==> src/rtl/mem_port_arbiter.sv <==
// ---------------------------------------------------------------------------
// mem_port_arbiter
//
// Shares one embedded RAM port between the instruction-fetch requester
// (F phase) and the data requester (M phase: load/store/push/pop). Every
// access is serialised through a four-state FSM (IDLE, WR, RD, DONE). The
// block drives the RAM control pins and returns read data through per-port
// req/ack handshakes. busy lets the phase sequencer stall while an access is
// in flight.
//
// Optional build macro:
//   ARB_RR_EN  defined   -> round-robin arbitration between fetch and data
//              undefined -> fixed priority; data beats fetch
//
// Parameters:
//   AW      RAM address width
//   DW      RAM data width
//   RD_LAT  RAM read latency in cycles (1..4). It is counted from the edge
//           that captures ram_ra to the cycle in which ram_q is valid.
//
// Ports:
//   clk, rst_n          rising-edge clock, asynchronous active-low reset
//   if_req/if_addr      fetch request (held until if_ack) and fetch address
//   if_ack/if_rdata     one-cycle fetch-complete pulse and fetched word
//   d_req/d_we          data request (held until d_ack); 1 = write, 0 = read
//   d_addr/d_wdata      data address and store data
//   d_ack/d_rdata       one-cycle data-complete pulse and load data
//   ram_ra/ram_wa       RAM read and write addresses
//   ram_data/ram_wren   RAM write data and write enable
//   ram_q               RAM registered read data
//   busy                high whenever the FSM is not in IDLE
//
// All outputs are registered. While rst_n is low, every output is 0.
// ---------------------------------------------------------------------------
module mem_port_arbiter #(
  parameter int AW     = 8,
  parameter int DW     = 32,
  parameter int RD_LAT = 1
) (
  input  logic          clk,
  input  logic          rst_n,
  input  logic          if_req,
  input  logic [AW-1:0] if_addr,
  output logic          if_ack,
  output logic [DW-1:0] if_rdata,
  input  logic          d_req,
  input  logic          d_we,
  input  logic [AW-1:0] d_addr,
  input  logic [DW-1:0] d_wdata,
  output logic          d_ack,
  output logic [DW-1:0] d_rdata,
  output logic [AW-1:0] ram_ra,
  output logic [AW-1:0] ram_wa,
  output logic [DW-1:0] ram_data,
  output logic          ram_wren,
  input  logic [DW-1:0] ram_q,
  output logic          busy
);

  typedef enum logic [1:0] {
    IDLE = 2'd0,
    WR   = 2'd1,
    RD   = 2'd2,
    DONE = 2'd3
  } state_t;

  // The RD state lasts RD_LAT+1 cycles. rd_cnt runs from 0 up to RD_LAST,
  // and the cycle in which it equals RD_LAST is the final RD cycle.
  localparam logic [2:0] RD_LAST = 3'(RD_LAT);

  state_t        state, state_nxt;
  logic [2:0]    rd_cnt, rd_cnt_nxt;
  logic          win_d, win_d_nxt;
  logic [AW-1:0] lat_addr, lat_addr_nxt;

  logic          if_ack_nxt, d_ack_nxt, ram_wren_nxt, busy_nxt;
  logic [AW-1:0] ram_ra_nxt, ram_wa_nxt;
  logic [DW-1:0] ram_data_nxt;
  logic          cap_if, cap_d;

  logic          grant_if, grant_d;

`ifdef ARB_RR_EN
  // Round-robin: last_winner is 0 after a fetch grant and 1 after a data
  // grant. On a tie, the port that did not win last time gets the grant.
  // A lone request always wins.
  logic last_winner;

  always_comb begin
    grant_if = 1'b0;
    grant_d  = 1'b0;
    if (if_req && d_req) begin
      grant_d  = ~last_winner;
      grant_if = last_winner;
    end else begin
      grant_d  = d_req;
      grant_if = if_req;
    end
  end

  // Record the winner of every grant. A grant can only happen in IDLE.
  always_ff @(posedge clk or negedge rst_n) begin
    if (!rst_n) begin
      last_winner <= 1'b0;
    end else if (state == IDLE && (grant_if || grant_d)) begin
      last_winner <= grant_d;
    end
  end
`else
  // Fixed priority: data wins, so the M phase completes before the next
  // F phase. Fetch can starve while d_req stays high.
  assign grant_d  = d_req;
  assign grant_if = if_req & ~d_req;
`endif

  // State register, together with the transaction context latched in IDLE.
  always_ff @(posedge clk or negedge rst_n) begin
    if (!rst_n) begin
      state    <= IDLE;
      rd_cnt   <= '0;
      win_d    <= 1'b0;
      lat_addr <= '0;
    end else begin
      state    <= state_nxt;
      rd_cnt   <= rd_cnt_nxt;
      win_d    <= win_d_nxt;
      lat_addr <= lat_addr_nxt;
    end
  end

  // Next-state and next-output logic. Outputs are computed one cycle ahead
  // and registered, so each pin changes on the edge that enters its state.
  // The write address and data go straight into the ram_wa/ram_data
  // registers on the grant edge. Those registers act as the write latch for
  // the single WR cycle.
  always_comb begin
    state_nxt    = state;
    rd_cnt_nxt   = rd_cnt;
    win_d_nxt    = win_d;
    lat_addr_nxt = lat_addr;
    if_ack_nxt   = 1'b0;
    d_ack_nxt    = 1'b0;
    ram_wren_nxt = 1'b0;
    ram_ra_nxt   = '0;
    ram_wa_nxt   = '0;
    ram_data_nxt = '0;
    cap_if       = 1'b0;
    cap_d        = 1'b0;

    unique case (state)
      IDLE: begin
        if (grant_d || grant_if) begin
          win_d_nxt    = grant_d;
          lat_addr_nxt = grant_d ? d_addr : if_addr;
          if (grant_d && d_we) begin
            state_nxt    = WR;
            ram_wa_nxt   = d_addr;
            ram_data_nxt = d_wdata;
            ram_wren_nxt = 1'b1;
          end else begin
            state_nxt  = RD;
            rd_cnt_nxt = '0;
            ram_ra_nxt = grant_d ? d_addr : if_addr;
          end
        end
      end

      WR: begin
        state_nxt  = DONE;
        d_ack_nxt  = win_d;
        if_ack_nxt = ~win_d;
      end

      RD: begin
        if (rd_cnt == RD_LAST) begin
          state_nxt  = DONE;
          cap_d      = win_d;
          cap_if     = ~win_d;
          d_ack_nxt  = win_d;
          if_ack_nxt = ~win_d;
        end else begin
          rd_cnt_nxt = rd_cnt + 3'd1;
          ram_ra_nxt = lat_addr;
        end
      end

      DONE: begin
        state_nxt = IDLE;
      end

      default: begin
        state_nxt = IDLE;
      end
    endcase

    busy_nxt = (state_nxt != IDLE);
  end

  // Registered RAM pins, acks and busy. The asynchronous reset clears
  // ram_wren at once, so a write in flight is never committed.
  always_ff @(posedge clk or negedge rst_n) begin
    if (!rst_n) begin
      if_ack   <= 1'b0;
      d_ack    <= 1'b0;
      ram_wren <= 1'b0;
      ram_ra   <= '0;
      ram_wa   <= '0;
      ram_data <= '0;
      busy     <= 1'b0;
    end else begin
      if_ack   <= if_ack_nxt;
      d_ack    <= d_ack_nxt;
      ram_wren <= ram_wren_nxt;
      ram_ra   <= ram_ra_nxt;
      ram_wa   <= ram_wa_nxt;
      ram_data <= ram_data_nxt;
      busy     <= busy_nxt;
    end
  end

  // Read-data registers. Each one holds its value until the next completed
  // read on its own port, so a write never disturbs d_rdata.
  always_ff @(posedge clk or negedge rst_n) begin
    if (!rst_n) begin
      if_rdata <= '0;
      d_rdata  <= '0;
    end else begin
      if (cap_if) begin
        if_rdata <= ram_q;
      end
      if (cap_d) begin
        d_rdata <= ram_q;
      end
    end
  end

endmodule

==> config.mk <==
export PLATFORM = sky130hd
export DESIGN_NAME = mem_port_arbiter
export DESIGN_NICKNAME = d
export VERILOG_FILES = /design/src/rtl/mem_port_arbiter.sv
export SDC_FILE = /design/constraint.sdc
export NUM_CORES = 1
export LEC_CHECK = 0
export ABC_AREA = 1
export CAP_MARGIN = 10
export CORE_ASPECT_RATIO = 0.9
export CORE_MARGIN = 4
export CORE_UTILIZATION = 38
export CTS_CLUSTER_DIAMETER = 150
export DETAILED_ROUTE_END_ITERATION = 7
export PLACE_DENSITY = 0.75
export SYNTH_ARGS = -nofsm -noshare
export SYNTH_HDL_FRONTEND = slang
export SYNTH_SLANG_ARGS = --single-unit
==> constraint.sdc <==
create_clock -name clk -period 1.4 [get_ports clk]
set_clock_uncertainty 0.05 [all_clocks]
set_input_delay 0.42 -clock clk [delete_from_list [all_inputs] [get_ports clk]]
set_output_delay 0.42 -clock clk [all_outputs]
set_load 0.01 [all_outputs]
==> metrics.txt <==
outcome finished with violations; failing checks setup timing; gr usage total 18.2%; clock power share 23.1%; share of cells above drive strength 1 40.9%; Worst Setup Path Type flip-flop to primary output; Tcrit/Tclk final 105%; synth unique cells 16; Required @ worst endpoint 0.93 ns; TritonCTS clock tree built; combinational share of power 43.8%; Slew HR 73.8%; CP Cell Sequence buf_2; I/O pin count 201; initial drt markers 270; reg-to-reg critical path endpoint d_rdata[0]; largest net degree at the start of global routing 71; Post-synth EDFFs 0; Max-Cap Viols 0; gr ovfl total 0; hold depth 3; TritonRoute pass-1 iters 4; Yosys top cell area share 65.6%; clock sink count 130; P&R area growth vs syn 73.7%; Yosys reg bits 130; syn_nets 601; Root Driver clkbuf_16; Finished Layout Cells 970; Slew Limit Fails 0; number of synthesis warnings 0; FF+latch area 3250 um^2; crit-path leading delay family flip-flops; Reg clk slew, reported paths 0.06 ns; ys async rst share 100%; initial antenna violation count 0; Synth Cell Area 4960 um^2; Slowest cell on crit path dfrtp_1; final hold violations 0; multi-input logic area 1670 um^2; Worst-Skew Late Latency 0.42 ns; crit path DAT 1.01 ns; Die ar. 14,900 um^2; count leader, synth dfrtp_1; vias per cell 4.79; switching share of power 35.2%; part of the power in registers 33.1%; core area 12,700 um^2; crit end category primary output; first-pass GRT wire length 21.2 mm; final WL 16.8 mm; switching power 6380 uW; largest cells by area after synthesis dfrtp_1, nand2_1, o21ai_0; WP depth 1; initial core utilization 38.9%; Cell Pwr Density 2100 nW/um^2; Die Ht 116 um; placed cells 883; CP max stage delay 0.43 ns; Worst Max-Slew Pin Slew 0.393 ns; CTS Buffer Depth 2; Remaining DRCs 0; Worst VDD drop 0.000973 V; Post-Place Worst Slack -0.404 ns; Syn Inst Count 511; Final Wtd Congestion 0.873; antenna cells 0; CP Buf/Inv Count 1; Wirelength per Cell 17.4 um; via count 4,651; Core Rows 39; Num CTS Buffers 17; Fmax 0.678 GHz; FF-to-FF setup slack -0.06 ns; DRT antenna net count 0; RSZ-0062 raised after global routing true; Seq/Total Area, Yosys 65.6%; CP endpoint d_rdata[0]; ys flop type dfrtp_1; Mean Syn Cell Area 9.71 um^2; FILL cells 911; Max FO, Critical Path 2; Final Net Count 885; WHS 0.424 ns; cell internal pwr 11,700 uW; post-route minimum period 1.48 ns; detailed placement HPWL 9.44 mm; setup ws final -0.0750 ns; H-Tree Depth 4; vias in the first global route 4,339; hold path start d_req; endpoints failing setup 113; Synth area leader dfrtp_1; Post-synth top cells dfrtp_1, nand2_1, inv_1, o21ai_0, nor2_1; leakage power 0.00458 uW; R2R depth 8; Die Wd 128 um; port bufs 200; worst min path class input port to flip-flop; Crit Reg-Reg Startpoint state[0]; CP startpoint d_rdata[0]; crit start category flip-flop
-- power groups by stage --
stage	Clock [uW]	Sequential [uW]	Combinational, uW
CTS	4220	5800	5540
global placement	0	5790	5800
detailed placement	0	5870	5970
floorplan	0	6350	1980
global route	4410	6120	8530
finish	4190	5990	7930
-- metal layers --
layer / global-route usage, % / part of all wire (%) / vias to the layer above / wire length (um)
met5: 0 / 0 / - / 0
met1: 22.1 / 38 / 2237 / 6470
met3: 8.73 / 11 / 35 / 1830
met4: 7.43 / 2.0 / 0 / 333
met2: 28.1 / 49 / 248 / 8210
li1: - / - / 2131 / -
-- flip-flops by register name, indices dropped and copies added, names as in the netlist --
register,count
if_ack,1
rd_cnt,3
lat_addr,8
ram_ra,8
busy,1
ram_wren,1
if_rdata,32
ram_data,32
ram_wa,8
d_ack,1
win_d,1
state,2
d_rdata,32
-- cell usage in the layout (no fill, tap or decap), types with 3 or more instances in the layout --
cell,instances
dfrtp_1,130
clkdlybuf4s50_1,82
o21ai_0,16
o21ai_2,28
buf_12,7
clkbuf_16,24
nand2_4,20
buf_2,70
clkinv_2,3
buf_6,51
nand2_2,24
inv_1,85
nor2_1,24
nor2_2,20
nand2_1,75
clkbuf_1,6
ha_4,3
buf_4,62
nand3_1,6
o21ai_1,46
buf_8,3
-- worst min path at each step --
stage | endpoint | slack, ns
after floorplan | busy | 0.07
after CTS | if_rdata[5] | 0.44
after global placement | d_rdata[1] | 0.40
after detailed placement | d_rdata[10] | 0.42
after global routing | win_d | 0.45
final | win_d | 0.42
-- cell type report --
| class | instances | area share (%) |
|---|---|---|
| Multi-Input combinational cell | 273 | 19.4 |
| Clock buffer | 24 | 5.36 |
| Timing Repair Buffer | 284 | 30.1 |
| Clock inverter | 6 | 0.959 |
| Inverter | 89 | 3.99 |
| Sequential cell | 130 | 37.8 |
| Tap cell | 164 | 2.38 |
-- through the flow --
stage                     area, um^2  TNS [ns]  util (%)  total power (uW)
after global routing            8610    -10.56      67.6             19100
after CTS                       7530     -3.63      59.1             15600
final                           8610     -2.26      67.6             18100
after floorplan                 4960     -1.06         -              8320
after detailed placement        7270    -24.14      57.1             11800
after global placement          7270    -18.42      57.1             11600
-- timing repair --
item	4_1_cts	5_1_grt
setup endpoints to repair	239	209
setup buffers	19	24
resized for setup	495	227
hold buffers	1	0
cloned	0	13
endpoints found under the hold margin	78	0
pin swaps	0	13
-- kinds of logic after synthesis --
| kind of cell | after synthesis | share of synthesized area (%) |
|---|---|---|
| flops | 130 | 65.6 |
| simple gates | 178 | 14.1 |
| compound gates | 90 | 9.08 |
| fa+ha+maj | 5 | 1.26 |
| buf+inv | 108 | 9.99 |
(Power assumes the default switching activity.)
